<file path="src/rtl/fx_pkg.sv">
// fx_pkg: bus widths, read-latency counter width and FSM encoding
// shared by the fx bus arbiter (fx_arb).
package fx_pkg;
  localparam int FX_AW = 22;
  localparam int FX_DW = 8;
  localparam int CNT_W = 4;

  typedef enum logic [1:0] {
    IDLE  = 2'd0,
    ISSUE = 2'd1,
    WAIT  = 2'd2,
    DONE  = 2'd3
  } fx_state_t;
endpackage

</file>
<file path="src/rtl/fx_arb.sv">
// fx_arb: two-master round-robin arbiter onto the fx device bus.
// Ports: clk_sys/rst_n; m0_*/m1_* req/we/addr/wdata in, ack/rdata out;
// fx_wr/fx_waddr/fx_data, fx_rd/fx_raddr out, fx_q in; busy, gnt_id out.
module fx_arb
  import fx_pkg::*;
#(
  parameter int unsigned RD_LAT = 2
) (
  input  logic             clk_sys,
  input  logic             rst_n,
  input  logic             m0_req,
  input  logic             m0_we,
  input  logic [FX_AW-1:0] m0_addr,
  input  logic [FX_DW-1:0] m0_wdata,
  output logic             m0_ack,
  output logic [FX_DW-1:0] m0_rdata,
  input  logic             m1_req,
  input  logic             m1_we,
  input  logic [FX_AW-1:0] m1_addr,
  input  logic [FX_DW-1:0] m1_wdata,
  output logic             m1_ack,
  output logic [FX_DW-1:0] m1_rdata,
  output logic             fx_wr,
  output logic [FX_AW-1:0] fx_waddr,
  output logic [FX_DW-1:0] fx_data,
  output logic             fx_rd,
  output logic [FX_AW-1:0] fx_raddr,
  input  logic [FX_DW-1:0] fx_q,
  output logic             busy,
  output logic             gnt_id
);

  fx_state_t        state_q, state_d;
  logic [CNT_W-1:0] cnt_q, cnt_d;
  logic             last_q, last_d;
  logic             pick;
  logic             gnt_d, busy_d;
  logic             wr_d, rd_d;
  logic             ack0_d, ack1_d;
  logic [FX_AW-1:0] waddr_d, raddr_d;
  logic [FX_DW-1:0] data_d;
  logic [FX_DW-1:0] rdata0_d, rdata1_d;

  always_comb begin
    state_d  = state_q;
    cnt_d    = cnt_q;
    last_d   = last_q;
    gnt_d    = gnt_id;
    pick     = 1'b0;
    wr_d     = 1'b0;
    rd_d     = 1'b0;
    ack0_d   = 1'b0;
    ack1_d   = 1'b0;
    waddr_d  = fx_waddr;
    raddr_d  = fx_raddr;
    data_d   = fx_data;
    rdata0_d = m0_rdata;
    rdata1_d = m1_rdata;

    unique case (state_q)
      IDLE: begin
        // On a tie the master not served last wins.
        unique case (1'b1)
          m0_req && m1_req:  pick = ~last_q;
          m1_req && !m0_req: pick = 1'b1;
          default:           pick = 1'b0;
        endcase
        if (m0_req || m1_req) begin
          state_d = ISSUE;
          gnt_d   = pick;
          last_d  = pick;
          if (pick ? m1_we : m0_we) begin
            wr_d    = 1'b1;
            waddr_d = pick ? m1_addr : m0_addr;
            data_d  = pick ? m1_wdata : m0_wdata;
          end else begin
            rd_d    = 1'b1;
            raddr_d = pick ? m1_addr : m0_addr;
          end
        end
      end
      ISSUE: begin
        if (fx_wr) begin
          state_d = DONE;
          ack0_d  = ~gnt_id;
          ack1_d  = gnt_id;
        end else begin
          cnt_d   = CNT_W'(RD_LAT);
          state_d = WAIT;
        end
      end
      WAIT: begin
        cnt_d = cnt_q - CNT_W'(1);
        // cnt==1 marks the cycle RD_LAT after the strobe.
        if (cnt_q == CNT_W'(1)) begin
          state_d = DONE;
          ack0_d  = ~gnt_id;
          ack1_d  = gnt_id;
          if (gnt_id) rdata1_d = fx_q;
          else        rdata0_d = fx_q;
        end
      end
      DONE: begin
        state_d = IDLE;
      end
      default: begin
        state_d = IDLE;
      end
    endcase

    busy_d = (state_d != IDLE);
  end

  always_ff @(posedge clk_sys or negedge rst_n) begin
    if (!rst_n) begin
      state_q  <= IDLE;
      cnt_q    <= '0;
      last_q   <= 1'b1;
      gnt_id   <= 1'b0;
      busy     <= 1'b0;
      fx_wr    <= 1'b0;
      fx_rd    <= 1'b0;
      fx_waddr <= '0;
      fx_raddr <= '0;
      fx_data  <= '0;
      m0_ack   <= 1'b0;
      m1_ack   <= 1'b0;
      m0_rdata <= '0;
      m1_rdata <= '0;
    end else begin
      state_q  <= state_d;
      cnt_q    <= cnt_d;
      last_q   <= last_d;
      gnt_id   <= gnt_d;
      busy     <= busy_d;
      fx_wr    <= wr_d;
      fx_rd    <= rd_d;
      fx_waddr <= waddr_d;
      fx_raddr <= raddr_d;
      fx_data  <= data_d;
      m0_ack   <= ack0_d;
      m1_ack   <= ack1_d;
      m0_rdata <= rdata0_d;
      m1_rdata <= rdata1_d;
    end
  end

endmodule

</file>
<file path="config.mk">
export PLATFORM = sky130hd
export DESIGN_NAME = fx_arb
export DESIGN_NICKNAME = d
export VERILOG_FILES = /design/src/rtl/fx_pkg.sv /design/src/rtl/fx_arb.sv
export SDC_FILE = /design/constraint.sdc
export NUM_CORES = 1
export LEC_CHECK = 0
export BUFFER_PORTS_ARGS = -buffer_cell sky130_fd_sc_hd__buf_2
export CORE_MARGIN = 2
export CORE_UTILIZATION = 49
export CTS_CLUSTER_DIAMETER = 100
export DETAILED_ROUTE_END_ITERATION = 8
export GPL_TIMING_DRIVEN = 1
export PLACE_DENSITY = 0.85
export SETUP_SLACK_MARGIN = 0.1
export SYNTH_ARGS = -nofsm -noshare
export SYNTH_HDL_FRONTEND = slang
export SYNTH_SLANG_ARGS = --single-unit
</file>
<file path="constraint.sdc">
create_clock -name clk_sys -period 2.3 [get_ports clk_sys]
set_clock_uncertainty 0.05 [all_clocks]
set_input_delay 0.345 -clock clk_sys [delete_from_list [all_inputs] [get_ports clk_sys]]
set_output_delay 0.345 -clock clk_sys [all_outputs]
set_load 0.005 [all_outputs]
</file>
==> metrics.txt, run 1 <==
outcome finished clean; vias 2512; drt pass-1 iters 4; Iteration-0 DRC Markers 66; worst path required time 2470 ps; delay-heaviest family, CP flip-flops; max_cap viols 0; VDD IR max 0.000587 V; clock buffer depth 2; syn_area_per_cell 16.2 um2; Root Buffer clkbuf_8; Synth Warn # 0; top-area cell type share of the netlist area 50.6%; Final setup viols 0; Leak Pwr 2.56 nW; Hold Crit Depth 2; critical path type reg -> reg; global route overflow 0; Post-CTS Setup Bufs 0; Gate Count Post-Synth 245; wirelength, routed 7.72 mm; Unique masters post-synth 36; top cells by area, synth dfrtp_1, mux2_4, mux2_2, buf_6, ha_1; Slew HR 65.8%; total core area 7770 um2; Total Routing Usage GR 17.6%; Worst path slowest cell dfrtp_1; worst slew pin tran 514 ps; clock-pin slew on the worst setup and hold paths 80 ps; post-synthesis sequential area ratio 51.2%; Psw 1.91 mW; Levels on crit path 6; crit path max fanout 15; # port buffers 147; vias in the first global route 2496; clock network power share 16.0%; IO Count 148; Starting Density 51.0%; Net Sw Frac 30.5%; largest net degree at the start of global routing 42; Final Slew Violations 0; Routed Antenna Nets 0; CTS tree done; Vias/cell 4.95; worst-path cell chain inv_1 -> ha_1 -> nand2_1 -> o32ai_4 -> buf_6 -> mux2_4; Final Wtd Congestion 0.792; Worst-Skew Late Latency 340 ps; CTS buffer count 9; HP Class in -> reg; die area 8820 um2; wire per inst 15.2 um; cell area after synthesis 3960 um2; Chip Height 93.9 um; Pwr per Cell Area 1260 nW/um2; area leader, netlist dfrtp_1; Final HPWL DP 5.93 mm; nets@finish 479; first-pass GRT wire length 12.0 mm; final hold violation count 0; Reg power frac 41.0%; Final WS setup 284 ps; Tmin final 2020 ps; n_diodes 0; RSZ-0062 raised after global routing no; highest-count cells in the layout ignoring fill and taps buf_2, dfrtp_1, mux2_4; cells on worst reg2reg path 6; Comb pwr share 43.0%; slowest cell delay on critical path 410 ps; htree depth 3; PnR Total Power 6.28 mW; Chip Width 93.9 um; clk sinks 81; Worst Path Arrival 2180 ps; post-synthesis register bit count 81; Buf/Inv on CP 2; commonest non-fill, non-tap cell in the layout buf_2; Fmax 496 MHz; Layout area overhead 26.0%; internal power 4.36 mW; row cnt 32; Syn Nets 324; antenna violations before repair 0; worst slack at placement 219 ps; layout cells sized above 1 67.4%; total negative setup slack 0 ps; post-route clock period utilization 87.7%; Worst Setup Start Kind register; CP endpoint kind register; drt drc 0
## state kept, by name, indices dropped and copies added (netlist names)
| signal | cells |
|---|---|
| m1_ack | 1 |
| m1_rdata | 8 |
| m0_ack | 1 |
| fx_waddr | 22 |
| last_q | 1 |
| m0_rdata | 8 |
| busy | 1 |
| fx_rd | 1 |
| cnt_q | 4 |
| fx_raddr | 22 |
| fx_data | 8 |
| fx_wr | 1 |
| gnt_id | 1 |
| state_q | 2 |
## path summary, 6_finish.rpt
check / start / slack (ps) / endpoint
worst min register to register: m0_rdata[6]$_DFFE_PN0P_ / 450 / m0_rdata[6]$_DFFE_PN0P_
worst min-delay path: fx_q[2] / 200 / m1_rdata[2]$_DFFE_PN0P_
min in group asynchronous: rst_n / 470 / cnt_q[3]$_DFFE_PN0P_
max in group asynchronous: rst_n / 1090 / last_q$_DFFE_PN1P_
worst max register to register: state_q[0]$_DFF_PN0_ / 280 / fx_waddr[3]$_DFFE_PN0P_
worst max-delay path: state_q[0]$_DFF_PN0_ / 280 / fx_waddr[3]$_DFFE_PN0P_
## final cells by class
class,count,area [um2]
clock buffers,11,141
repair buffers,155,842
inverters,8,30.0
multi-input cells,145,1770
clock inverters,5,55.1
fillers,598,2780
flip-flops and latches,81,2030
well taps,102,128
## routing by layer
metal / vias to the layer above / share of wire (%) / track usage (%)
met2: 104 / 51 / 30.8
met4: 0 / 1.2 / 6.52
met5: - / 0 / 0
met1: 1220 / 42 / 21.4
met3: 11 / 6.0 / 3.69
li1: 1177 / - / -
## logic make-up after synthesis
| family | after synthesis | synth area share [%] |
|---|---|---|
| compound gates | 15 | 3.63 |
| fa+ha+maj | 5 | 1.58 |
| buf+inv | 19 | 4.20 |
| flops | 81 | 51.2 |
| mux | 98 | 35.4 |
| simple gates | 27 | 4.01 |
## repair_timing
action | 4_1_cts | 5_1_grt
hold endpoints to repair | 40 | 0
hold buffers | 1 | 0
resized for setup | 0 | 1
endpoints found under the setup margin | 0 | 12
## Yosys cell counts
master and number:
a31oi_1 1, nor2_1 5, nor3b_1 1, buf_6 6, a311o_1 1, nor3_1 1, buf_12 3, nand2b_1 2
or2_2 1, a21oi_1 4, inv_1 8, nand4_1 1, o32ai_4 2, o21a_1 2, nand2_1 6, ha_1 5
a22o_1 1, a311oi_1 1, and3b_1 2, nand3_1 1, nor4b_1 1, o21ai_0 2, nor4bb_1 1, a21bo_1 1
dfstp_2 1, mux2_2 18, nor2b_2 1, nor2_2 1, mux2_4 79, nor2b_1 1, mux2_1 1, dfrtp_1 80
and2_1 1, buf_2 1, clkbuf_1 1, nand4bb_1 1
## power groups by stage
stage	registers [mW]	logic (mW)	clock network, mW
6_report	2.57	2.70	1.00
5_1_grt	2.66	2.93	1.09
4_1_cts	2.58	2.74	1.03
3_5_place_dp	2.59	2.74	0
3_3_place_gp	2.55	2.64	0
2_1_floorplan	2.58	1.71	0
## stage by stage
step	area [um2]	cells	hold WS, ps	util (%)
after floorplan	3960	245	-0.591	-
after global placement	4780	490	297	61.5
after detailed placement	4780	490	305	61.5
after CTS	4990	507	186	64.2
after global routing	4990	507	188	64.2
final	4990	507	201	64.2
No activity file was read; power rests on OpenSTA's default activity.
==> run 2: changes to the inputs <==
--- a/config.mk
+++ b/config.mk
@@ -6,8 +6,10 @@
 export NUM_CORES = 1
 export LEC_CHECK = 0
 export BUFFER_PORTS_ARGS = -buffer_cell sky130_fd_sc_hd__buf_2
+export CELL_PAD_IN_SITES_DETAIL_PLACEMENT = 1
+export CELL_PAD_IN_SITES_GLOBAL_PLACEMENT = 2
 export CORE_MARGIN = 2
-export CORE_UTILIZATION = 49
+export CORE_UTILIZATION = 33
 export CTS_CLUSTER_DIAMETER = 100
 export DETAILED_ROUTE_END_ITERATION = 8
 export GPL_TIMING_DRIVEN = 1
@@ -16,3 +18,4 @@
 export SYNTH_ARGS = -nofsm -noshare
 export SYNTH_HDL_FRONTEND = slang
 export SYNTH_SLANG_ARGS = --single-unit
+export TNS_END_PERCENT = 1
==> constraint.sdc (replaced) <==
create_clock -name clk_sys -period 2.14 [get_ports clk_sys]
set_clock_uncertainty 0.05 [all_clocks]
set_input_delay 0.321 -clock clk_sys [delete_from_list [all_inputs] [get_ports clk_sys]]
set_output_delay 0.321 -clock clk_sys [all_outputs]
set_load 0.005 [all_outputs]
==> run 2 against run 1 <==
- clock power is 77% higher
- combinational power is 14% higher
- total power is 22% higher
- wire length is 20% higher
- first-iteration DRC count is 12% lower
- utilization is 19 points lower
- critical endpoint is now fx_data[2]$_DFFE_PN0P_
- largest cell class unchanged
==> metrics.txt, run 2 (synthesis gave the netlist of run 1 again) <==
slowest cell delay on critical path 410 ps; HP Class in -> reg; R2R Setup Slk 150 ps; wire per inst 16.6 um; worst slew pin tran 601 ps; htree depth 3; IO Count 148; commonest non-fill, non-tap cell in the layout buf_2; wirelength, routed 9.29 mm; global route overflow 0; total core area 11900 um2; outcome finished clean; Final Slew Violations 0; biggest regs fx_raddr (22), fx_waddr (22); highest-count cells in the layout ignoring fill and taps buf_2, dfrtp_1, mux2_4; Layout area overhead 34.2%; Design Area, Final 5310 um2; Iteration-0 DRC Markers 58; Root Buffer clkbuf_16; Vias/cell 4.59; drt drc 0; RSZ-0062 raised after global routing yes; clock buffer depth 2; Tmin final 1990 ps; Psw 2.24 mW; Final Wtd Congestion 0.751; internal power 5.39 mW; clock network power share 23.2%; Fmax 502 MHz; Worst Path Arrival 2160 ps; Levels on crit path 7; first-pass GRT wire length 14.8 mm; antenna violations before repair 0; total negative setup slack 0 ps; cells on worst reg2reg path 7; n_diodes 0; Worst Setup Start Kind register; Pwr per Cell Area 1440 nW/um2; CTS buffer count 9; Comb pwr share 40.5%; drt pass-1 iters 4; Total Routing Usage GR 14.8%; # port buffers 147; Routed Antenna Nets 0; Worst-Skew Late Latency 330 ps; reg2reg end fx_data[2]$_DFFE_PN0P_; area of the multi-input gates 1780 um2; max_cap viols 0; Slew HR 59.9%; Starting Density 33.4%; clk sinks 81; post-route clock period utilization 93.1%; CP endpoint kind register; Reg power frac 36.3%; Worst path slowest cell dfrtp_1; Chip Width 114 um; Chip Height 114 um; clock-pin slew on the worst setup and hold paths 60 ps; layout cells sized above 1 68.4%; Critical path origin state_q[0]$_DFF_PN0_; nets@finish 486; register area 2030 um2; row cnt 40; delay-heaviest family, CP buffers and inverters; Buf/Inv on CP 3; largest net degree at the start of global routing 45; vias in the first global route 2823; critical path type reg -> reg; die area 12900 um2; crit path max fanout 12; capture point of the worst path fx_data[2]$_DFFE_PN0P_; Leak Pwr 2.68 nW; FF-to-FF Start state_q[0]$_DFF_PN0_; vias 2564; CTS tree done; fill count 1224; Net Sw Frac 29.3%; final hold violation count 0; Final setup viols 0; Final HPWL DP 6.97 mm; placed cell area 4900 um2; worst-path cell chain inv_1 -> ha_4 -> nand2_1 -> o32ai_4 -> buf_12 -> buf_12 -> mux2_4; Critical Path Most Common Cell buf_12; worst path required time 2300 ps; VDD IR max 0.000467 V
## run 2: changes by cell type in the layout (fill, tap and decap cells not counted)
cell / before / now
clkinv_2: 2 / 1
clkbuf_1: 1 / 0
clkinv_4: 0 / 1
ha_4: 0 / 1
ha_1: 5 / 4
bufinv_16: 1 / 3
buf_4: 4 / 7
clkbuf_8: 10 / 1
clkinvlp_4: 2 / 0
clkbuf_16: 0 / 10
buf_12: 3 / 6
## run 2: worst reg2reg max path, delay by kind of cell, from the launching register on
family          cells  cell delay [ps]
compound gates      1              330
buf+inv             3              470
simple gates        1              110
flops               1              410
fa+ha+maj           1              200
mux                 1              320
## run 2: worst min-delay path by stage
stage | from | endpoint | cells past startpoint
after floorplan | rst_n | busy$_DFF_PN0_ | 0
after global placement | rst_n | busy$_DFF_PN0_ | 1
after detailed placement | rst_n | fx_data[4]$_DFFE_PN0P_ | 1
after CTS | fx_q[5] | m1_rdata[5]$_DFFE_PN0P_ | 2
after global routing | fx_q[7] | m1_rdata[7]$_DFFE_PN0P_ | 2
final | fx_q[5] | m0_rdata[5]$_DFFE_PN0P_ | 2
## run 2: area by class of cell
| cell class | count | area share (%) |
|---|---|---|
| flip-flops and latches | 81 | 38.2 |
| clock inverters | 5 | 1.95 |
| clock buffers | 10 | 4.50 |
| repair buffers | 162 | 17.9 |
| well taps | 147 | 3.46 |
| multi-input cells | 145 | 33.5 |
| inverters | 8 | 0.565 |
## run 2: what timing repair did
| action | in CTS | in global routing |
|---|---|---|
| resized for setup | 1 | 2 |
| hold endpoints to repair | 41 | 0 |
| hold buffers | 1 | 0 |
| setup buffers | 0 | 1 |
| setup endpoints to repair | 38 | 33 |
| cloned | 0 | 1 |
| pin swaps | 0 | 1 |
## run 2: metal layers
layer / share of wire, % / global-route usage, %
met1: 44 / 19.0
met2: 49 / 24.8
met3: 6.0 / 3.99
met4: 0.90 / 3.66
met5: 0 / 0
## run 2: power by group through the flow
stage | Combinational [mW] | Sequential [mW] | Clock, mW
2_1_floorplan | 1.84 | 2.77 | 0
3_3_place_gp | 2.94 | 2.76 | 0
3_5_place_dp | 3.06 | 2.78 | 0
4_1_cts | 3.07 | 2.78 | 1.82
5_1_grt | 3.35 | 2.88 | 1.88
6_report | 3.09 | 2.77 | 1.77
## run 2: stage by stage
stage,setup WS (ps),cells,util (%),total power [mW],hold slack (ps)
after global routing,66.0,558,44.8,8.12,179
after floorplan,276,245,-,4.61,-24.6
final,147,558,44.8,7.63,188
after global placement,174,540,41.3,5.70,316
after detailed placement,83.6,540,41.3,5.83,327
after CTS,130,556,44.3,7.67,179
==> run 3: changes to the inputs <==
==> constraint.sdc (replaced) <==
create_clock -name clk_sys -period 2.1 [get_ports clk_sys]
set_clock_uncertainty 0.05 [all_clocks]
set_input_delay 0.315 -clock clk_sys [delete_from_list [all_inputs] [get_ports clk_sys]]
set_output_delay 0.315 -clock clk_sys [all_outputs]
set_load 0.005 [all_outputs]
==> run 3 against run 2 <==
- register-to-register slack about the same
- combinational power about the same
- highest routed layer unchanged
- total power decreased by 4.5%
- global-route usage increased by 0.11 points
- sequential power increased by 2%
- flip-flop and latch count unchanged
- utilization decreased by 1.2 points
- worst hold slack got worse by 16 ps
- cell area decreased by 2.8%
- fmax increased by 2.7%
- non-clock buffer count decreased by 4
==> metrics.txt, run 3 (synthesis gave the netlist of run 1 again) <==
Tmin final 1940 ps; Fmax 515 MHz; placed cell area 4880 um2; Design Area, Final 5160 um2; Reg power frac 38.7%; Worst Setup Start Kind register; highest-count cells in the layout ignoring fill and taps buf_2, dfrtp_1, mux2_4; final hold violation count 0; drt pass-1 iters 4; max_cap viols 0; HP Start fx_q[7]; Psw 2.24 mW; vias in the first global route 2909; Iteration-0 DRC Markers 44; die area 12900 um2; Final HPWL DP 6.76 mm; Pwr per Cell Area 1410 nW/um2; R2R Setup Slk 160 ps; Chip Width 114 um; Hold Crit Depth 2; Vias/cell 4.67; wire per inst 16.5 um; CTS buffer count 9; GRT Max-Usage Layer met2; Comb pwr share 42.2%; antenna violations before repair 0; met3 GRT Util 3.77%; layout cells sized above 1 68.1%; CTS tree done; n_diodes 0; total negative setup slack 0 ps; first-pass GRT wire length 14.8 mm; largest net degree at the start of global routing 43; Final Slew Violations 0; met2 usage 24.2%; worst hold endpoint m1_rdata[7]$_DFFE_PN0P_; Post-CTS Setup Bufs 0; Routed Antenna Nets 0; clk sinks 81; post-route clock period utilization 92.5%; nets@finish 482; Net Sw Frac 30.8%; internal power 5.04 mW; critical path type reg -> reg; outcome finished clean; VDD IR max 0.000497 V; Slew HR 62.3%; Post-Place Cells 538; Chip Height 114 um; row cnt 40; worst slew pin tran 565 ps; htree depth 3; Critical path origin state_q[0]$_DFF_PN0_; CP endpoint kind register; met1 Use GR 19.0%; Worst-Skew Late Latency 330 ps; PnR Total Power 7.29 mW; RSZ-0062 raised after global routing yes; commonest non-fill, non-tap cell in the layout buf_2; wirelength, routed 9.10 mm; cells on worst reg2reg path 6; global route overflow 0; clock-pin slew on the worst setup and hold paths 60 ps; Final setup viols 0; Total Routing Usage GR 14.9%; Leak Pwr 2.61 nW; Layout area overhead 30.4%; vias 2577; Final Wtd Congestion 0.720; # port buffers 147; drt drc 0; fill count 1267; crit path max fanout 19; biggest regs fx_raddr (22), fx_waddr (22); reg2reg end fx_waddr[13]$_DFFE_PN0P_; worst path required time 2270 ps; IO Count 148; FF-to-FF Start state_q[0]$_DFF_PN0_; fin cells 552; clock buffer depth 2; total core area 11900 um2; clock network power share 19.0%; HP Class in -> reg; Worst Path Arrival 2110 ps; Starting Density 33.4%; Root Buffer clkbuf_16
## run 3: critical path, stage by stage (launching register included)
cell	delay, ps
dfrtp_1	410
inv_1	140
ha_4	200
nand2_1	90
o32ai_4	320
buf_12	240
mux2_1	350
## run 3: what timing repair did
action,CTS,global route
pin swaps,0,0
resized for setup,1,3
hold buffers,1,0
hold endpoints to repair,39,0
endpoints found under the setup margin,39,60
## run 3: layer usage
layer | routed length (um) | up-vias
li1 | - | 1185
met1 | 3930 | 1285
met2 | 4480 | 96
met3 | 538 | 11
met4 | 150 | 0
met5 | 0 | -
## run 3: power groups by stage
stage | registers (mW) | logic (mW) | clock network (mW)
finish | 2.82 | 3.08 | 1.39
global route | 2.93 | 3.35 | 1.51
CTS | 2.83 | 3.10 | 1.45
detailed placement | 2.82 | 3.09 | 0
floorplan | 2.83 | 1.88 | 0
global placement | 2.81 | 2.98 | 0
## run 3: area by class of cell
cell class                      count  area, um2  area share (%)
Clock buffer                       10        229            4.43
Clock inverter                      3       21.3           0.412
Inverter                            8       30.0           0.581
Multi-Input combinational cell    145       1790            34.6
Sequential cell                    81       2030            39.3
Tap cell                          147        184            3.56
Timing Repair Buffer              158        886            17.2
## run 3: how the worst max path moves through the flow
stage / end / slack [ps] / cells after the start
2_1_floorplan: fx_raddr[0]$_DFFE_PN0P_ / 240 / 7
3_3_place_gp: fx_waddr[13]$_DFFE_PN0P_ / 130 / 6
3_5_place_dp: fx_waddr[13]$_DFFE_PN0P_ / 30 / 6
4_1_cts: fx_waddr[13]$_DFFE_PN0P_ / 90 / 6
5_1_grt: fx_waddr[13]$_DFFE_PN0P_ / 60 / 6
6_report: fx_waddr[13]$_DFFE_PN0P_ / 160 / 6
## run 3: per-stage QoR
step	hold slack (ps)	util (%)	worst slack, ps
after global placement	291	41.2	129
after floorplan	-30.6	-	236
after global routing	167	43.5	57.1
after detailed placement	297	41.2	30.5
final	171	43.5	158
after CTS	157	43.4	94.7
